==> config.mk <==
export PLATFORM = sky130hd
export DESIGN_NAME = lsu_seq_flat
export DESIGN_NICKNAME = d
export VERILOG_FILES = /design/src/rtl/lsu_pkg.sv /design/src/rtl/lsu_seq_if.sv /design/src/rtl/lsu_extend.sv /design/src/rtl/lsu_seq.sv /design/src/flat_wrapper.sv
export SDC_FILE = /design/constraint.sdc
export NUM_CORES = 1
export LEC_CHECK = 0
export BUFFER_PORTS_ARGS = -buffer_cell sky130_fd_sc_hd__buf_2
export CAP_MARGIN = 20
export CORE_MARGIN = 2
export CORE_UTILIZATION = 32
export DETAILED_ROUTE_END_ITERATION = 10
export SETUP_SLACK_MARGIN = 0.3
export SLEW_MARGIN = 40
export SYNTH_ARGS = -nofsm -noshare
export SYNTH_HDL_FRONTEND = slang
export SYNTH_HIERARCHICAL = 1
export SYNTH_SLANG_ARGS = --single-unit
==> constraint.sdc <==
create_clock -name clk -period 8.05 [get_ports clk]
set_input_delay 0.4025 -clock clk [delete_from_list [all_inputs] [get_ports clk]]
set_output_delay 0.4025 -clock clk [all_outputs]
set_load 0.03 [all_outputs]
==> src/rtl/lsu_pkg.sv <==
// Shared types for the load/store sequencer: FSM state encoding, size codes
// and the size-to-byte-count helper.
package lsu_pkg;

    localparam logic [2:0] ST_IDLE      = 3'd0;
    localparam logic [2:0] ST_RD_ISSUE  = 3'd1;
    localparam logic [2:0] ST_RD_WAIT   = 3'd2;
    localparam logic [2:0] ST_WR_SETUP  = 3'd3;
    localparam logic [2:0] ST_WR_STROBE = 3'd4;
    localparam logic [2:0] ST_ERR       = 3'd5;
    localparam logic [2:0] ST_DONE      = 3'd6;

    typedef enum logic [2:0] {
        S_IDLE      = ST_IDLE,
        S_RD_ISSUE  = ST_RD_ISSUE,
        S_RD_WAIT   = ST_RD_WAIT,
        S_WR_SETUP  = ST_WR_SETUP,
        S_WR_STROBE = ST_WR_STROBE,
        S_ERR       = ST_ERR,
        S_DONE      = ST_DONE
    } lsu_state_e;

    localparam logic [2:0] SZ_B = 3'd0;
    localparam logic [2:0] SZ_W = 3'd1;
    localparam logic [2:0] SZ_L = 3'd2;
    localparam logic [2:0] SZ_Q = 3'd3;

    function automatic logic [7:0] bytes_of(input logic [2:0] size);
        return 8'd1 << size;
    endfunction

endpackage

==> src/rtl/lsu_seq_if.sv <==
// Core request/response and byte-memory port bundle for lsu_seq.
// slave is the sequencer side; master is the core + memory side.
interface lsu_seq_if #(
    parameter int ADDR_W = 9,
    parameter int DATA_W = 32
);
    logic              req_valid;
    logic              req_ready;
    logic              req_write;
    logic [2:0]        req_size;
    logic              req_signed;
    logic [ADDR_W-1:0] req_addr;
    logic [DATA_W-1:0] req_wdata;
    logic              rsp_valid;
    logic              rsp_err;
    logic [DATA_W-1:0] rsp_rdata;
    logic [ADDR_W-1:0] mem_raddr;
    logic [7:0]        mem_rdata;
    logic [ADDR_W-1:0] mem_waddr;
    logic [7:0]        mem_wdata;
    logic              mem_write;
    logic              mem_ready;

    modport slave (
        input  req_valid, req_write, req_size, req_signed, req_addr, req_wdata,
        input  mem_rdata, mem_ready,
        output req_ready, rsp_valid, rsp_err, rsp_rdata,
        output mem_raddr, mem_waddr, mem_wdata, mem_write
    );

    modport master (
        output req_valid, req_write, req_size, req_signed, req_addr, req_wdata,
        output mem_rdata, mem_ready,
        input  req_ready, rsp_valid, rsp_err, rsp_rdata,
        input  mem_raddr, mem_waddr, mem_wdata, mem_write
    );
endinterface

==> src/rtl/lsu_extend.sv <==
// Widens an N-byte right-aligned load accumulator to DATA_W, filling the
// upper bytes with zero or the loaded sign bit.
module lsu_extend
    import lsu_pkg::*;
#(
    parameter int DATA_W = 32
) (
    input  logic [DATA_W-1:0] acc,
    input  logic [2:0]        size,
    input  logic              signed_en,
    output logic [DATA_W-1:0] ext
);
    localparam int NB = DATA_W / 8;

    logic [7:0] nb;
    logic       sign_bit;
    logic       fill;

    assign nb = bytes_of(size);

    // Sign lives in the top bit of the most significant loaded byte.
    always_comb begin
        sign_bit = 1'b0;
        for (int b = 0; b < NB; b++) begin
            if (b == int'(nb) - 1) sign_bit = acc[b*8+7];
        end
    end

    assign fill = signed_en & sign_bit;

    for (genvar b = 0; b < NB; b++) begin : g_byte
        assign ext[b*8 +: 8] = (b < int'(nb)) ? acc[b*8 +: 8] : {8{fill}};
    end

endmodule

==> src/rtl/lsu_seq.sv <==
// Single-outstanding load/store sequencer: splits a 1..DATA_W/8 byte request
// into big-endian byte accesses on a read/write-port byte memory.
module lsu_seq
    import lsu_pkg::*;
#(
    parameter int ADDR_W   = 9,
    parameter int DATA_W   = 32,
    parameter int READ_LAT = 1
) (
    input  logic      clk,
    input  logic      reset,
    lsu_seq_if.slave  bus
);
    localparam int NB     = DATA_W / 8;
    localparam int CNT_W  = $clog2(NB) + 1;
    localparam int WAIT_W = $clog2(READ_LAT + 1);

    lsu_state_e        state_q, state_d;
    logic [ADDR_W-1:0] addr_q, addr_d;
    logic [2:0]        size_q, size_d;
    logic              signed_q, signed_d;
    logic              write_q, write_d;
    logic [DATA_W-1:0] wdata_q, wdata_d;
    logic [DATA_W-1:0] acc_q, acc_d;
    logic [CNT_W-1:0]  cnt_q, cnt_d;
    logic [WAIT_W-1:0] wcnt_q, wcnt_d;
    logic [ADDR_W-1:0] mem_raddr_q, mem_raddr_d;
    logic [ADDR_W-1:0] mem_waddr_q, mem_waddr_d;
    logic [7:0]        mem_wdata_q, mem_wdata_d;
    logic              mem_write_q, mem_write_d;
    logic              rsp_valid_q, rsp_valid_d;
    logic              rsp_err_q, rsp_err_d;
    logic [DATA_W-1:0] rsp_rdata_q, rsp_rdata_d;

    logic              last_byte;
    logic [DATA_W-1:0] ext_data;
    int                wr_shift;

    lsu_extend #(.DATA_W(DATA_W)) u_extend (
        .acc       (acc_d),
        .size      (size_d),
        .signed_en (signed_d),
        .ext       (ext_data)
    );

    always_comb begin
        state_d     = state_q;
        addr_d      = addr_q;
        size_d      = size_q;
        signed_d    = signed_q;
        write_d     = write_q;
        wdata_d     = wdata_q;
        acc_d       = acc_q;
        cnt_d       = cnt_q;
        wcnt_d      = wcnt_q;
        mem_raddr_d = mem_raddr_q;
        mem_waddr_d = mem_waddr_q;
        mem_wdata_d = mem_wdata_q;
        rsp_rdata_d = rsp_rdata_q;
        wr_shift    = 0;
        last_byte   = (cnt_q == CNT_W'(bytes_of(size_q) - 8'd1));

        case (state_q)
            S_IDLE: begin
                if (bus.req_valid) begin
                    addr_d   = bus.req_addr;
                    size_d   = bus.req_size;
                    signed_d = bus.req_signed;
                    write_d  = bus.req_write;
                    wdata_d  = bus.req_wdata;
                    cnt_d    = '0;
                    acc_d    = '0;
                    if (int'(bytes_of(bus.req_size)) * 8 > DATA_W) state_d = S_ERR;
                    else if (bus.req_write)                        state_d = S_WR_SETUP;
                    else                                           state_d = S_RD_ISSUE;
                end
            end
            S_RD_ISSUE: begin
                wcnt_d  = WAIT_W'(1);
                state_d = S_RD_WAIT;
            end
            S_RD_WAIT: begin
                // Only the final wait cycle may capture; a stalled memory holds us here.
                if (wcnt_q == WAIT_W'(READ_LAT)) begin
                    if (bus.mem_ready) begin
                        acc_d = (acc_q << 8) | DATA_W'(bus.mem_rdata);
                        if (last_byte) begin
                            state_d = S_DONE;
                        end else begin
                            cnt_d   = cnt_q + CNT_W'(1);
                            state_d = S_RD_ISSUE;
                        end
                    end
                end else begin
                    wcnt_d = wcnt_q + WAIT_W'(1);
                end
            end
            S_WR_SETUP: begin
                if (bus.mem_ready) state_d = S_WR_STROBE;
            end
            S_WR_STROBE: begin
                if (last_byte) begin
                    state_d = S_DONE;
                end else begin
                    cnt_d   = cnt_q + CNT_W'(1);
                    state_d = S_WR_SETUP;
                end
            end
            S_ERR:   state_d = S_IDLE;
            S_DONE:  state_d = S_IDLE;
            default: state_d = S_IDLE;
        endcase

        // Registered outputs are derived from the next state so they line up with it.
        if (state_d == S_RD_ISSUE) mem_raddr_d = addr_d + ADDR_W'(cnt_d);
        if (state_d == S_WR_SETUP) begin
            wr_shift    = (int'(bytes_of(size_d)) - 1 - int'(cnt_d)) * 8;
            mem_waddr_d = addr_d + ADDR_W'(cnt_d);
            mem_wdata_d = 8'(wdata_d >> wr_shift);
        end
        mem_write_d = (state_d == S_WR_STROBE);
        rsp_valid_d = (state_d == S_DONE) || (state_d == S_ERR);
        rsp_err_d   = (state_d == S_ERR);
        if (state_d == S_DONE && !write_d) rsp_rdata_d = ext_data;
    end

    always_ff @(posedge clk) begin
        if (reset) begin
            state_q     <= S_IDLE;
            addr_q      <= '0;
            size_q      <= '0;
            signed_q    <= 1'b0;
            write_q     <= 1'b0;
            wdata_q     <= '0;
            acc_q       <= '0;
            cnt_q       <= '0;
            wcnt_q      <= '0;
            mem_raddr_q <= '0;
            mem_waddr_q <= '0;
            mem_wdata_q <= '0;
            mem_write_q <= 1'b0;
            rsp_valid_q <= 1'b0;
            rsp_err_q   <= 1'b0;
            rsp_rdata_q <= '0;
        end else begin
            state_q     <= state_d;
            addr_q      <= addr_d;
            size_q      <= size_d;
            signed_q    <= signed_d;
            write_q     <= write_d;
            wdata_q     <= wdata_d;
            acc_q       <= acc_d;
            cnt_q       <= cnt_d;
            wcnt_q      <= wcnt_d;
            mem_raddr_q <= mem_raddr_d;
            mem_waddr_q <= mem_waddr_d;
            mem_wdata_q <= mem_wdata_d;
            mem_write_q <= mem_write_d;
            rsp_valid_q <= rsp_valid_d;
            rsp_err_q   <= rsp_err_d;
            rsp_rdata_q <= rsp_rdata_d;
        end
    end

    assign bus.req_ready = (state_q == S_IDLE);
    assign bus.rsp_valid = rsp_valid_q;
    assign bus.rsp_err   = rsp_err_q;
    assign bus.rsp_rdata = rsp_rdata_q;
    assign bus.mem_raddr = mem_raddr_q;
    assign bus.mem_waddr = mem_waddr_q;
    assign bus.mem_wdata = mem_wdata_q;
    assign bus.mem_write = mem_write_q;

endmodule

==> src/flat_wrapper.sv <==
// flat-port wrapper written by rule: the top's interface ports become plain ports
module lsu_seq_flat import lsu_pkg::*;
#(
    parameter int ADDR_W   = 9,
    parameter int DATA_W   = 32,
    parameter int READ_LAT = 1
)
  (clk, reset, bus_req_valid, bus_req_write, bus_req_size, bus_req_signed, bus_req_addr, bus_req_wdata, bus_mem_rdata, bus_mem_ready, bus_req_ready, bus_rsp_valid, bus_rsp_err, bus_rsp_rdata, bus_mem_raddr, bus_mem_waddr, bus_mem_wdata, bus_mem_write);
  lsu_seq_if #(.ADDR_W(ADDR_W), .DATA_W(DATA_W)) bus_i ();
  input  logic clk;
  input  logic reset;
  input wire logic [$bits(bus_i.req_valid)-1:0] bus_req_valid;
  input wire logic [$bits(bus_i.req_write)-1:0] bus_req_write;
  input wire logic [$bits(bus_i.req_size)-1:0] bus_req_size;
  input wire logic [$bits(bus_i.req_signed)-1:0] bus_req_signed;
  input wire logic [$bits(bus_i.req_addr)-1:0] bus_req_addr;
  input wire logic [$bits(bus_i.req_wdata)-1:0] bus_req_wdata;
  input wire logic [$bits(bus_i.mem_rdata)-1:0] bus_mem_rdata;
  input wire logic [$bits(bus_i.mem_ready)-1:0] bus_mem_ready;
  output wire logic [$bits(bus_i.req_ready)-1:0] bus_req_ready;
  output wire logic [$bits(bus_i.rsp_valid)-1:0] bus_rsp_valid;
  output wire logic [$bits(bus_i.rsp_err)-1:0] bus_rsp_err;
  output wire logic [$bits(bus_i.rsp_rdata)-1:0] bus_rsp_rdata;
  output wire logic [$bits(bus_i.mem_raddr)-1:0] bus_mem_raddr;
  output wire logic [$bits(bus_i.mem_waddr)-1:0] bus_mem_waddr;
  output wire logic [$bits(bus_i.mem_wdata)-1:0] bus_mem_wdata;
  output wire logic [$bits(bus_i.mem_write)-1:0] bus_mem_write;
  assign bus_i.req_valid = bus_req_valid;
  assign bus_i.req_write = bus_req_write;
  assign bus_i.req_size = bus_req_size;
  assign bus_i.req_signed = bus_req_signed;
  assign bus_i.req_addr = bus_req_addr;
  assign bus_i.req_wdata = bus_req_wdata;
  assign bus_i.mem_rdata = bus_mem_rdata;
  assign bus_i.mem_ready = bus_mem_ready;
  assign bus_req_ready = bus_i.req_ready;
  assign bus_rsp_valid = bus_i.rsp_valid;
  assign bus_rsp_err = bus_i.rsp_err;
  assign bus_rsp_rdata = bus_i.rsp_rdata;
  assign bus_mem_raddr = bus_i.mem_raddr;
  assign bus_mem_waddr = bus_i.mem_waddr;
  assign bus_mem_wdata = bus_i.mem_wdata;
  assign bus_mem_write = bus_i.mem_write;
  lsu_seq #(.ADDR_W(ADDR_W), .DATA_W(DATA_W), .READ_LAT(READ_LAT)) u_core (.clk(clk), .reset(reset), .bus(bus_i));
endmodule
# Word level (Yosys, flattened, before mapping)
# Cells that the tools add are included.
dict set report totals {
  ff_bits 146
  out_inout_bits 62
  input_bits 58
  wordCells 90
}
dict set report op_classes {
  reduce_logical 6
  eq_ne 13
  n_mux 38
  n_shift 4
  bitwise_logic 2
  magnitude_cmp 5
  add_sub_neg 6
}
# cell count
set ops {}
lappend ops {{32-bit two-way mux} 5}
lappend ops {{32-bit case mux with 2 select lines} 1}
lappend ops {{3-bit two-way mux} 13}
lappend ops {{32-bit zero test} 1}
lappend ops {{8-bit two-way mux} 4}
lappend ops {{32-bit by 8-bit OR with 32-bit output} 1}
lappend ops {{32-bit by 32-bit >> shifter with 8-bit output} 1}
lappend ops {{3-bit by 9-bit == test with 1-bit output, first input constant} 2}
lappend ops {{9-bit two-way mux} 2}
lappend ops {{1-bit by 8-bit less-than comparator with 1-bit output, first input constant} 2}
lappend ops {{2-bit by 8-bit less-than comparator with 1-bit output, first input constant} 2}
lappend ops {{1-bit by 3-bit << shifter with 8-bit output, first input constant} 2}
lappend ops {{3-bit case mux with 5 select lines} 1}
lappend ops {{3-bit == test, second input constant} 4}
lappend ops {{11-bit by 6-bit > comparator with 1-bit output, second input constant} 1}
lappend ops {{9-bit by 4-bit subtractor with 10-bit output} 1}
lappend ops {{9-bit by 3-bit adder with 9-bit output} 1}
lappend ops {{2-bit by 9-bit == test with 1-bit output, first input constant} 1}
lappend ops {{3-bit by 2-bit == test with 1-bit output, second input constant} 3}
lappend ops {{1-bit two-way mux} 9}
lappend ops {{3-bit case mux with 3 select lines} 1}
lappend ops {{8-bit by 1-bit subtractor with 9-bit output, second input constant} 1}
lappend ops {{3-bit by 1-bit == test with 1-bit output, second input constant} 2}
lappend ops {{3-bit by 1-bit adder with 3-bit output, second input constant} 1}
lappend ops {{12 further kinds} 12}

# Logic depth before layout (Yosys ltp)
dict set report logic_depth {
  ltp_word 11
  depth_mapped 17
  mapped_depth_nobuf 16
}

# Hierarchy
# Netlist, hierarchy kept.
# module cells_per_inst instances area_each_um2 seq_area_each_um2
set by_module_without_submodules {}
lappend by_module_without_submodules {lsu_seq 680 1 6436.2 2922.8}
lappend by_module_without_submodules {lsu_extend 70 1 339.1 0.0}

# Least setup slack after synthesis
# Ideal clock, no wire load.
dict set report synth_timing {
  path_kind {reg2reg}
  start {register u_core.size_q[2]}
  end {register u_core.mem_waddr_q[7], in the netlist u_core/bus.mem_waddr[7]}
  synth_period_minus_slack_ns 3.695
  stages_incl_launch_ff 16
  arrival_ns 3.571
  setup_time_ns 0.124
  path_slack_ns 4.355
  path_buffers 0
  required_ns 7.926
  cell_sequence {dfxtp_1 > or3_1 > ha_1 > xnor2_2 > mux2i_2 > a211o_1 > a21oi_1 > o21ai_0 > o21a_1 > inv_1 > ha_1 > nand2_1 > nor2_1 > a2111oi_4 > nor3_2 > a2111o_1}
}
dict set report synth_via {
  elab_chain_cells 8
  elab_cells_between_ends 14
  cone_classes {add/sub (2); eq/ne (2); shift (1); mux (9)}
}
# element line_no
set synth_lines {}
lappend synth_lines {{from (decl)} lsu_seq.sv:20} ;# logic [2:0] size_q, size_d;
lappend synth_lines {{from (signal assigned)} lsu_seq.sv:148} ;# size_q <= size_d;
lappend synth_lines {{1-bit by 3-bit << shifter with 3-bit output (*)} lsu_pkg.sv:29} ;# return 8'd1 << size;
lappend synth_lines {{3-bit by 1-bit subtractor with 3-bit output (*)} lsu_seq.sv:61} ;# last_byte = (cnt_q == CNT_W'(bytes_of(size_q) - 8'd1));
lappend synth_lines {{3-bit == test (*)} lsu_seq.sv:61}
lappend synth_lines {{3-bit two-way mux (*)} {lsu_seq.sv:87, lsu_seq.sv:102}}
lappend synth_lines {{3-bit two-way mux} lsu_seq.sv:85} ;# if (bus.mem_ready) begin
lappend synth_lines {{3-bit two-way mux} lsu_seq.sv:84} ;# if (wcnt_q == WAIT_W'(READ_LAT)) begin
lappend synth_lines {{3-bit case mux with 3 select lines (*)} lsu_seq.sv:63} ;# case (state_q)
lappend synth_lines {{named net u_core.cnt_d[2]} lsu_seq.sv:25} ;# logic [CNT_W-1:0] cnt_q, cnt_d;
lappend synth_lines {{9-bit by 3-bit adder with 9-bit output (*)} lsu_seq.sv:118} ;# mem_waddr_d = addr_d + ADDR_W'(cnt_d);
lappend synth_lines {{to (signal assigned)} lsu_seq.sv:156} ;# mem_waddr_q <= mem_waddr_d;
lappend synth_lines {{to (decl)} lsu_seq.sv:28} ;# logic [ADDR_W-1:0] mem_waddr_q, mem_waddr_d;
# The timed path passes the listed nets; every way through them passes the cells marked *.
# A chain may end at the register's enable or synchronous reset.

# Final worst setup path
dict set report layout_timing {
  start {register u_core.state_q[1]}
  end {register u_core.mem_wdata_q[0], in the netlist u_core/bus.mem_wdata[0]}
}
dict set report layout_via {
  elab_chain_cells 6
  elab_cells_between_ends 18
  cone_classes {add/sub (2); eq/ne (5); shift (2); mux (8); reduce/logical (1)}
}
# element line_no
set layout_lines {}
lappend layout_lines {{from (decl)} lsu_seq.sv:18} ;# lsu_state_e state_q, state_d;
lappend layout_lines {{from (signal assigned)} lsu_seq.sv:146} ;# state_q <= state_d;
lappend layout_lines {{3-bit zero test} lsu_seq.sv:63}
lappend layout_lines {{3-bit two-way mux} lsu_seq.sv:63}
lappend layout_lines {{1-bit by 3-bit << shifter with 8-bit output} lsu_pkg.sv:29}
lappend layout_lines {{8-bit by 1-bit subtractor with 9-bit output} lsu_seq.sv:117} ;# wr_shift = (int'(bytes_of(size_d)) - 1 - int'(cnt_d)) * 8;
lappend layout_lines {{9-bit by 4-bit subtractor with 10-bit output} lsu_seq.sv:117}
lappend layout_lines {{32-bit by 32-bit >> shifter with 8-bit output} lsu_seq.sv:119} ;# mem_wdata_d = 8'(wdata_d >> wr_shift);
lappend layout_lines {{to (signal assigned)} lsu_seq.sv:157} ;# mem_wdata_q <= mem_wdata_d;
lappend layout_lines {{to (decl)} lsu_seq.sv:29} ;# logic [7:0] mem_wdata_q, mem_wdata_d;
# Parallel ways exist; a longest one is shown, timed or not.

==> flow_summary.toml <==
[status]
run_status = "finished clean"

[routing]
drt_iter0_drc = 296
num_vias = 5557
drt-total-wl_um = 17100
ant_nets = 0
firstDrtPassIters = 5
wl_per_cell_um = 15.2
drc = 0
viasPerCell = 4.94

[synthesis]
synth.avg_cell_area_sq_um = 9.03
ys_seq_elements = 146
yosysUniqueCellTypes = 75
synth.yosys.seq_area_share_pct = 43.1
syn_area_sq_um = 6780
syn-num-nets = 817
synthFlopType = "dfxtp_1"
synthArstFlopShare_pct = 0
synth_cells = 750
synth_edf_count = 0
synth_warnings = 6

[timing]
rsz0062_at_grt = "false"
slew_violations = 0
worst_slew_pin_slew_ps = 857
setup_viol_count_final = 0
min_period_over_period_pct = 53.2
fin_ws_ps = 3770
fmax_mhz = 234
hold_viol = 0
period_needed_ps = 4280
skew_ps = 9.39
relSlewSlack_pct = 42.8
setup-tns-final_ps = 0

[global_route]
grt_overflow = 0
grt_max_degree = 66
grt_pass1_vias = 5431
grt.total_usage_pct = 15.8
antenna_found_initial = 0
grt_pass1_wl_um = 28100

[finish]
syn2layout_area_growth_pct = 19.7
antenna_cells = 0
fillers = 2151
layout-drive-gt1-share_pct = 23.1
fin_nets = 903

[clock_tree]
htree_levels = 4
clock-root-buffer = "clkbuf_16"
clk_pin_slew_ps = 70
cts_inserted_buffers = 17
cts_buffer_depth = 2
insertion_delay_ps = 420
cts_repair_resize_count = 0
cts_setup_buffers = 0
cts_tree = "built"
clock_sinks = 146
cts_hold_buf = 0

[setup_path]
startpoint = "u_core/state_q[1]$_SDFF_PP0_"
r2r_slack_ps = 3770
r2r_cells = 13
r2r_end = "u_core/bus.mem_wdata[0]$_SDFFE_PP0N_"
cp-endpoint = "u_core/bus.mem_wdata[0]$_SDFFE_PP0N_"
crit_required_ps = 8390
arrival_ps = 4620
worstSetupEndpointType = "flip-flop"
startpoint_type = "flip-flop"
r2r-start = "u_core/state_q[1]$_SDFF_PP0_"
crit_fanout = 51
criticalPathCategory = "flip-flop to flip-flop"

[power_and_ir_drop]
clockPowerShare_pct = 32.8
seq_power_share_pct = 35.0
p_int_mw = 1.53
p_sw_mw = 0.862
ir_drop_mv = 0.159
swShare_pct = 36.1
p_leak_nw = 3.31
power_frac_comb_pct = 32.2
power_density_nw_per_um2 = 294

[run]
maxCapViolations = 0

[place]
dp_hpwl_um = 11600
port_buffers = 119
gp_congestion = 0.779
post-place-ws_ps = 3800

[hold_path]
worstHoldStart = "bus_req_wdata[29]"
hold_path_class = "primary input to flip-flop"

[die]
num_rows = 53
die_w_um = 150
core-area_sq_um = 20900
dieArea_sq_um = 22400
pin_count = 120
start_util_pct = 32.4
die_h_um = 150
-- critical path: stages, from the launching register on --
cell and delay (ps):
dfxtp_1 500, nor4b_4 320, buf_4 650, mux2i_1 590
nand3_1 190, ha_1 360, inv_1 70, a31oi_1 210
nor2_1 70, ha_1 170, a41oi_1 210, mux2i_1 240
o2111ai_2 330, o2bb2ai_1 250
-- layer usage --
metal / vias to the layer above / global-route usage (%) / part of all wire (%)
met5: - / 0 / 0
met4: 0 / 4.95 / 1.5
met2: 118 / 24.2 / 45
li1: 2801 / - / -
met1: 2619 / 21.8 / 49
met3: 19 / 3.87 / 4.8
-- cell usage in the layout (no fill, tap or decap), types with 3 or more instances in the layout --
cell	synthesis	routed
a211o_1	3	3
a211oi_1	4	4
a21o_1	4	4
a21oi_1	41	41
a22o_1	32	32
a31oi_1	4	4
and2_1	41	41
and3_1	3	3
buf_2	11	118
buf_4	1	9
clkbuf_16	0	17
clkinv_4	0	4
dfxtp_1	146	146
ha_1	9	9
inv_1	11	11
inv_6	0	5
mux2_2	5	5
mux2i_1	46	46
mux4_2	8	8
nand2_1	113	112
nand2b_1	6	6
nand3_1	17	17
nand3b_1	3	3
nand4_1	7	7
nor2_1	70	69
nor2b_1	5	4
nor3_1	6	5
o21a_1	3	3
o21ai_0	29	29
o21ai_1	4	4
o221ai_1	3	3
o2bb2ai_1	8	8
or3_1	5	5
xnor2_1	7	7
-- area by class of cell --
cell class | instances | area, sq um | share of cell area (%)
Sequential cell | 146 | 2920 | 36.0
Clock buffer | 18 | 439 | 5.41
Multi-Input combinational cell | 533 | 3560 | 43.9
Timing Repair Buffer | 127 | 658 | 8.11
Tap cell | 275 | 344 | 4.24
Inverter | 11 | 41.3 | 0.509
Clock inverter | 14 | 149 | 1.84
-- state kept, by name, indices dropped and copies added, names as in the netlist, 3 cells and up --
name	cells
u_core/bus.mem_raddr	9
u_core/wdata_q	32
u_core/bus.mem_waddr	9
u_core/bus.mem_wdata	8
u_core/bus.rsp_rdata	32
u_core/state_q	3
u_core/addr_q	9
u_core/cnt_q	3
u_core/acc_q	32
u_core/size_q	3
-- kinds of logic after synthesis --
| logic type | synth area share [%] |
|---|---|
| AO/OA/AOI/OAI | 17.5 |
| XOR/XNOR | 1.27 |
| adder cells (fa/ha/maj) | 1.83 |
| buffers and inverters | 4.52 |
| flip-flops | 43.1 |
| multiplexers | 10.5 |
| AND/OR/NAND/NOR | 21.3 |
-- cell usage after synthesis, types with 2 or more instances --
master / count / area, sq um
clkbuf_1: 42 / 158
nor4_1: 2 / 12.5
nand4_1: 7 / 43.8
or4b_1: 2 / 20.0
nand2_1: 113 / 424
or2_1: 2 / 12.5
buf_1: 3 / 11.3
or3_1: 5 / 31.3
nand3_1: 17 / 85.1
o21ai_0: 29 / 145
a31oi_1: 4 / 25.0
a22o_1: 32 / 280
inv_1: 11 / 41.3
nand2b_1: 6 / 37.5
dfxtp_1: 146 / 2920
mux4_2: 8 / 180
buf_6: 3 / 33.8
a2111o_1: 2 / 22.5
o221ai_1: 3 / 26.3
a21oi_1: 41 / 205
nor3_1: 6 / 30.0
a21o_1: 4 / 30.0
buf_2: 11 / 55.1
nor3b_1: 2 / 15.0
nand3b_1: 3 / 22.5
nor2b_1: 5 / 31.3
and2_1: 41 / 257
a211oi_1: 4 / 30.0
nor2_1: 70 / 263
o2bb2ai_1: 8 / 70.1
xnor2_1: 7 / 61.3
o21ai_1: 4 / 20.0
a41oi_1: 2 / 17.5
mux2i_1: 46 / 460
a211o_1: 3 / 26.3
mux2_2: 5 / 56.3
o21a_1: 3 / 22.5
ha_1: 9 / 113
and3_1: 3 / 18.8
-- power by group through the flow --
stage                     clock [mW]  sequential (mW)  combinational [mW]
final                          0.784            0.836               0.768
after global routing           0.833            0.848               0.845
after CTS                      0.805            0.837               0.769
after detailed placement           0            0.852               0.766
after global placement             0            0.851               0.758
after floorplan                    0            0.881               0.567
-- how the worst min path moves through the flow --
stage                     slack [ps]  cells after the start                               endpoint
after floorplan                  450                      2          u_core/wdata_q[24]$_SDFF_PP0_
after global placement           440                      2   u_core/bus.rsp_rdata[2]$_SDFFE_PP0P_
after detailed placement         440                      2  u_core/bus.rsp_rdata[16]$_SDFFE_PP0P_
after global routing             250                      3          u_core/wdata_q[11]$_SDFF_PP0_
final                            240                      3          u_core/wdata_q[29]$_SDFF_PP0_
after CTS                        220                      3          u_core/wdata_q[29]$_SDFF_PP0_
-- per-stage QoR --
stage | cells | hold slack, ps | util [%] | area, sq um | power (mW)
final | 1124 | 238 | 38.8 | 8110 | 2.39
after global routing | 1124 | 250 | 38.8 | 8110 | 2.53
after CTS | 1124 | 221 | 38.8 | 8110 | 2.41
after detailed placement | 1092 | 443 | 36.0 | 7520 | 1.62
after global placement | 1092 | 440 | 36.0 | 7520 | 1.61
after floorplan | 750 | 451 | - | 6780 | 1.45
Power figures use the tool's default switching activity.
